<file path="src/rtl/tl_mem_bridge.sv">
// Single-outstanding TL-UL (single-beat) to simple memory-port bridge.
// Optional unsupported-request counter enabled by TL_MEM_BRIDGE_ERRCNT_EN.
module tl_mem_bridge (
    input  logic        clock,
    input  logic        reset,
    // TL-UL A channel
    output logic        auto_in_a_ready,
    input  logic        auto_in_a_valid,
    input  logic [2:0]  auto_in_a_bits_opcode,
    input  logic [2:0]  auto_in_a_bits_size,
    input  logic [2:0]  auto_in_a_bits_source,
    input  logic [35:0] auto_in_a_bits_address,
    input  logic [7:0]  auto_in_a_bits_mask,
    input  logic [63:0] auto_in_a_bits_data,
    // TL-UL D channel
    input  logic        auto_in_d_ready,
    output logic        auto_in_d_valid,
    output logic [2:0]  auto_in_d_bits_opcode,
    output logic [2:0]  auto_in_d_bits_size,
    output logic [2:0]  auto_in_d_bits_source,
    output logic [63:0] auto_in_d_bits_data,
    // memory request
    output logic        mem_req_valid,
    input  logic        mem_req_ready,
    output logic        mem_req_write,
    output logic [35:0] mem_req_addr,
    output logic [7:0]  mem_req_mask,
    output logic [63:0] mem_req_wdata,
    // memory response
    input  logic        mem_resp_valid,
    input  logic [63:0] mem_resp_rdata
`ifdef TL_MEM_BRIDGE_ERRCNT_EN
    ,
    output logic [7:0]  err_count
`endif
);

    localparam logic [2:0] OP_PUT_FULL = 3'd0;
    localparam logic [2:0] OP_PUT_PART = 3'd1;
    localparam logic [2:0] OP_GET      = 3'd4;
    localparam logic [2:0] D_ACK       = 3'd0;
    localparam logic [2:0] D_ACK_DATA  = 3'd1;

    typedef enum logic [1:0] {IDLE, REQ, WAIT, RESP} state_t;

    typedef struct packed {
        logic [2:0]  size;
        logic [2:0]  source;
        logic [35:0] address;
        logic [7:0]  mask;
        logic [63:0] data;
    } aReq_t;

    state_t      state, nextState;
    aReq_t       hold;
    logic        isRead;
    logic [63:0] rdataReg;
    logic        aFire;
    logic        supported;

    assign aFire     = auto_in_a_valid && auto_in_a_ready;
    assign supported = ((auto_in_a_bits_opcode == OP_GET) ||
                        (auto_in_a_bits_opcode == OP_PUT_FULL) ||
                        (auto_in_a_bits_opcode == OP_PUT_PART)) &&
                       (auto_in_a_bits_size <= 3'd3);

    always_ff @(posedge clock or negedge reset) begin
        if (!reset) begin
            state    <= IDLE;
            hold     <= '0;
            isRead   <= 1'b0;
            rdataReg <= '0;
        end else begin
            state <= nextState;
            if (aFire) begin
                hold.size    <= auto_in_a_bits_size;
                hold.source  <= auto_in_a_bits_source;
                hold.address <= auto_in_a_bits_address;
                hold.mask    <= auto_in_a_bits_mask;
                hold.data    <= auto_in_a_bits_data;
                // an unsupported Get is acked like a write: no data beat
                isRead       <= supported && (auto_in_a_bits_opcode == OP_GET);
            end
            if (state == WAIT && mem_resp_valid)
                rdataReg <= mem_resp_rdata;
        end
    end

    always_comb begin
        nextState             = state;
        auto_in_a_ready       = 1'b0;
        mem_req_valid         = 1'b0;
        mem_req_write         = 1'b0;
        auto_in_d_valid       = 1'b0;
        auto_in_d_bits_opcode = 3'd0;
        auto_in_d_bits_size   = 3'd0;
        auto_in_d_bits_source = 3'd0;
        auto_in_d_bits_data   = 64'd0;
        case (state)
            IDLE: begin
                auto_in_a_ready = 1'b1;
                if (auto_in_a_valid)
                    nextState = supported ? REQ : RESP;
            end
            REQ: begin
                mem_req_valid = 1'b1;
                mem_req_write = !isRead;
                if (mem_req_ready)
                    nextState = isRead ? WAIT : RESP;
            end
            WAIT: begin
                if (mem_resp_valid)
                    nextState = RESP;
            end
            RESP: begin
                auto_in_d_valid       = 1'b1;
                auto_in_d_bits_opcode = isRead ? D_ACK_DATA : D_ACK;
                auto_in_d_bits_size   = hold.size;
                auto_in_d_bits_source = hold.source;
                auto_in_d_bits_data   = isRead ? rdataReg : 64'd0;
                if (auto_in_d_ready)
                    nextState = IDLE;
            end
            default: nextState = IDLE;
        endcase
    end

    assign mem_req_addr  = hold.address;
    assign mem_req_mask  = hold.mask;
    assign mem_req_wdata = hold.data;

`ifdef TL_MEM_BRIDGE_ERRCNT_EN
    logic [7:0] errCnt;

    always_ff @(posedge clock or negedge reset) begin
        if (!reset)
            errCnt <= 8'd0;
        else if (aFire && !supported && errCnt != 8'hFF)
            errCnt <= errCnt + 8'd1;
    end

    assign err_count = errCnt;
`endif

endmodule

</file>
<file path="config.mk">
export PLATFORM = sky130hd
export DESIGN_NAME = tl_mem_bridge
export DESIGN_NICKNAME = d
export VERILOG_FILES = /design/src/rtl/tl_mem_bridge.sv
export SDC_FILE = /design/constraint.sdc
export NUM_CORES = 1
export LEC_CHECK = 0
export ABC_AREA = 1
export CAP_MARGIN = 40
export CORE_AREA = 2 2 143 145
export DETAILED_ROUTE_END_ITERATION = 16
export DIE_AREA = 0 0 145 147
export PLACE_DENSITY = 0.82
export SLEW_MARGIN = 40
export SYNTH_ARGS = -nofsm -noshare
export SYNTH_HDL_FRONTEND = slang
export SYNTH_SLANG_ARGS = --single-unit
</file>
<file path="constraint.sdc">
create_clock -name clock -period 1.7 [get_ports clock]
set_input_delay 0.255 -clock clock [delete_from_list [all_inputs] [get_ports clock]]
set_output_delay 0.255 -clock clock [all_outputs]
set_load 0.005 [all_outputs]
</file>
==> flow_metrics.tcl <==
set metrics [dict create \
    report.power.total_mw 19.4 \
    chip_width_microns 145 \
    drt.antenna.violating_nets 0 \
    clock_tree.buffer_depth 2 \
    worst-endpoint-required_ns 1.44 \
    syn_area_per_cell_sq_um 8.29 \
    timing.final.max_slew_violations 0 \
    sort_of_element_at_the_start_of_the_critical_path "flip-flop" \
    cts.htree.levels 4 \
    dp_worst_setup_slack_ns -0.0321 \
    power_per_cell_area_mw_per_mm2 1550 \
    layout_worst_path_cycle_share_pct 128 \
    max_freq_ghz 0.460 \
    drcViolationCount 0 \
    maxCapViolCount 0 \
    post-route-min-period_ns 2.17 \
    place_hpwl_mm 17.1 \
    critical-path-max-stage-delay_ns 0.43 \
    grt_start_max_net_pins 71 \
    failing_checks "setup timing" \
    final.setup_skew_ns 0.0105 \
    worstSkewPairLatency_ns 0.43 \
    timing_worst_setup_path_type "flip-flop to output port" \
    synth-warning-count 0 \
    synth_sequential_area_ratio_pct 55.0 \
    drive_above_1_share_pct 14.4 \
    status "finished, violations left" \
    num-fill-cells 1629 \
    cts.root.buffer_cell "clkbuf_16" \
    grt_antenna_before_repair 0 \
    worstPathMaxFanout 6 \
    fp.coreArea_sq_mm 0.0198 \
    die_area_sq_mm 0.0213 \
    drt_wl_total_mm 24.8 \
    cp_common_cell "buf_4" \
    total_nets_final 1474 \
    portBuffers 369 \
    clock_sink_count 181 \
    grt_first_pass_wirelength_mm 35.9 \
    initial_util_pct 41.5 \
    initialDrtViolationCount 329 \
    row_count 52 \
    gpl.final_weighted_congestion 0.855 \
    route.vias.total 7160 \
    cp_cell_sequence "ha_4 -> nand2_8 -> buf_4 -> clkbuf_16 -> buf_4 -> buf_4 -> nor2_4 -> buf_2" \
    critical_path.n_buffers_inverters 5 \
    synth.cell_area_sq_mm 0.00823 \
    worst_setup_hold_path_clk_slew_ns 0.07 \
    worst_ep_arrival_time_ns 1.92 \
    yosys_register_bits 181 \
    post_synth_num_cell_types 16 \
    grt_use_total_pct 21.3 \
    setup_violations 73 \
    cts_inserted_buffers 17 \
    cts_tree "yes" \
    finalWorstSetupSlack_ns -0.474 \
    cp_slowest_cell "dfrtp_1" \
    dieHeight_microns 147 \
    synthToLayoutAreaGrowth_pct 51.6 \
    via_count_of_the_first_global_routing_pass 6887 \
    total_leakage_power_nw 6.53 \
    post_drt_via_cell_ratio 4.58 \
    gr_ovfl_total 0 \
    drt_pass1_iterations 4 \
    crit_path_capture_type "output port" \
    ioPinCount 372 \
    synthCells 993 \
    ir_worst_vdd_uv 836 \
    rsz0062_at_grt "yes" \
    num_antenna_cells 0 \
    critical-path-top-delay-family "buffers and inverters" \
    hold_path_class "primary input to asynchronous set/reset pin" \
    route.detailed.wl_per_inst_microns 15.9 \
    timing_hold_violations_final 0 \
]
## final timing paths
kind                                                from                       endpoint  slack (ns)  cells past startpoint
max                                 state[1]$_DFFE_PN0P_        auto_in_d_bits_data[26]       -0.47                      8
min                                                reset          hold[108]$_DFFE_PN0P_        0.34                      2
max reg2reg                         state[1]$_DFFE_PN0P_       rdataReg[24]$_DFFE_PN0P_        0.02                      9
min reg2reg                mem_req_wdata[24]$_DFFE_PN0P_  mem_req_wdata[24]$_DFFE_PN0P_        0.48                      2
max in group asynchronous                          reset   mem_req_addr[28]$_DFFE_PN0P_        0.77                      3
min in group clock                auto_in_a_bits_size[0]          hold[111]$_DFFE_PN0P_        0.36                      3
## layout by cell type, fill, tap and decap left out, types with 3 or more instances in the layout
master           count
a21oi_1             61
a21oi_2              3
buf_12              12
buf_2               37
buf_4               21
buf_6               16
clkbuf_16           25
clkbuf_2            16
clkdlybuf4s50_1    304
clkinv_4             3
dfrtp_1            181
dlymetal6s2s_1       6
ha_4                 3
inv_1               80
inv_6                5
inv_8                4
nand2_1            364
nor2_1              98
nor2_2              24
nor2_4               9
o21ai_0              3
## repair_timing
action,CTS,global route
endpoints found under the hold margin,32,0
endpoints found under the setup margin,75,84
pin swaps,1,1
cloned,0,10
hold buffers,1,0
setup buffers,2,17
gates resized for setup,20,221
## per-stage QoR
step           utilization [%]  hold slack (ns)  cells  TNS [ns]  cell area [sq um]
2_1_floorplan                -          -0.0406    994         0               8230
3_3_place_gp              58.1            0.208   1503         0              11500
3_5_place_dp              58.1            0.205   1503    -0.269              11500
4_1_cts                   61.0            0.339   1538    -30.02              12100
5_1_grt                   62.9            0.342   1565    -21.61              12500
6_report                  62.9            0.336   1565    -15.52              12500
## logic make-up (layout without fill, tap and decap cells)
group / Yosys count / count (layout) / synth area share [%]
AOI/OAI and AO/OA: 67 / 67 / 4.07
adders and majority gates: 5 / 5 / 0.760
buffers and inverters: 238 / 539 / 17.1
DFF: 181 / 181 / 55.0
other: 1 / 2 / 0.0456
and+or+nand+nor: 501 / 501 / 22.9
## layer usage
| metal | vias to the layer above | share of wire, % | global-route usage [%] |
|---|---|---|---|
| met1 | 3390 | 40 | 25.1 |
| met4 | 0 | 3.8 | 9.90 |
| met2 | 284 | 50 | 36.3 |
| met3 | 64 | 6.3 | 5.75 |
| li1 | 3422 | - | - |
| met5 | - | 0 | 0 |
## report_power, final
part	switching [mW]	leakage (nW)	internal [mW]
Combinational	3.92	4.11	4.38
Clock	1.85	0.274	1.98
Sequential	0.933	2.15	6.30
Total	6.70	6.53	12.7
## area by class of cell
type / instances / area, sq um / area share [%]
flip-flops and latches: 181 / 4530 / 36.3
repair buffers: 425 / 4230 / 33.9
multi-input cells: 575 / 2510 / 20.1
clock buffers: 20 / 447 / 3.58
well taps: 270 / 338 / 2.71
inverters: 82 / 313 / 2.51
clock inverters: 12 / 114 / 0.913
## sequential cells by signal (all words and copies together), names as in the netlist
register and flops:
isRead 1, mem_req_wdata 64, state 2, mem_req_addr 36
rdataReg 64, hold 6, mem_req_mask 8
## cells in the mapped netlist
master / n / area (sq um)
a21oi_1: 64 / 320
buf_2: 29 / 145
buf_4: 116 / 871
buf_6: 6 / 67.6
clkbuf_1: 5 / 18.8
conb_1: 1 / 3.75
dfrtp_1: 181 / 4530
ha_1: 5 / 62.6
inv_1: 81 / 304
inv_2: 1 / 3.75
nand2_1: 366 / 1370
nand2_2: 1 / 6.26
nand3_1: 2 / 10.0
nand4_1: 1 / 6.26
nor2_1: 131 / 492
o21ai_0: 3 / 15.0
Note: power is estimated with default switching activity, not from simulation.
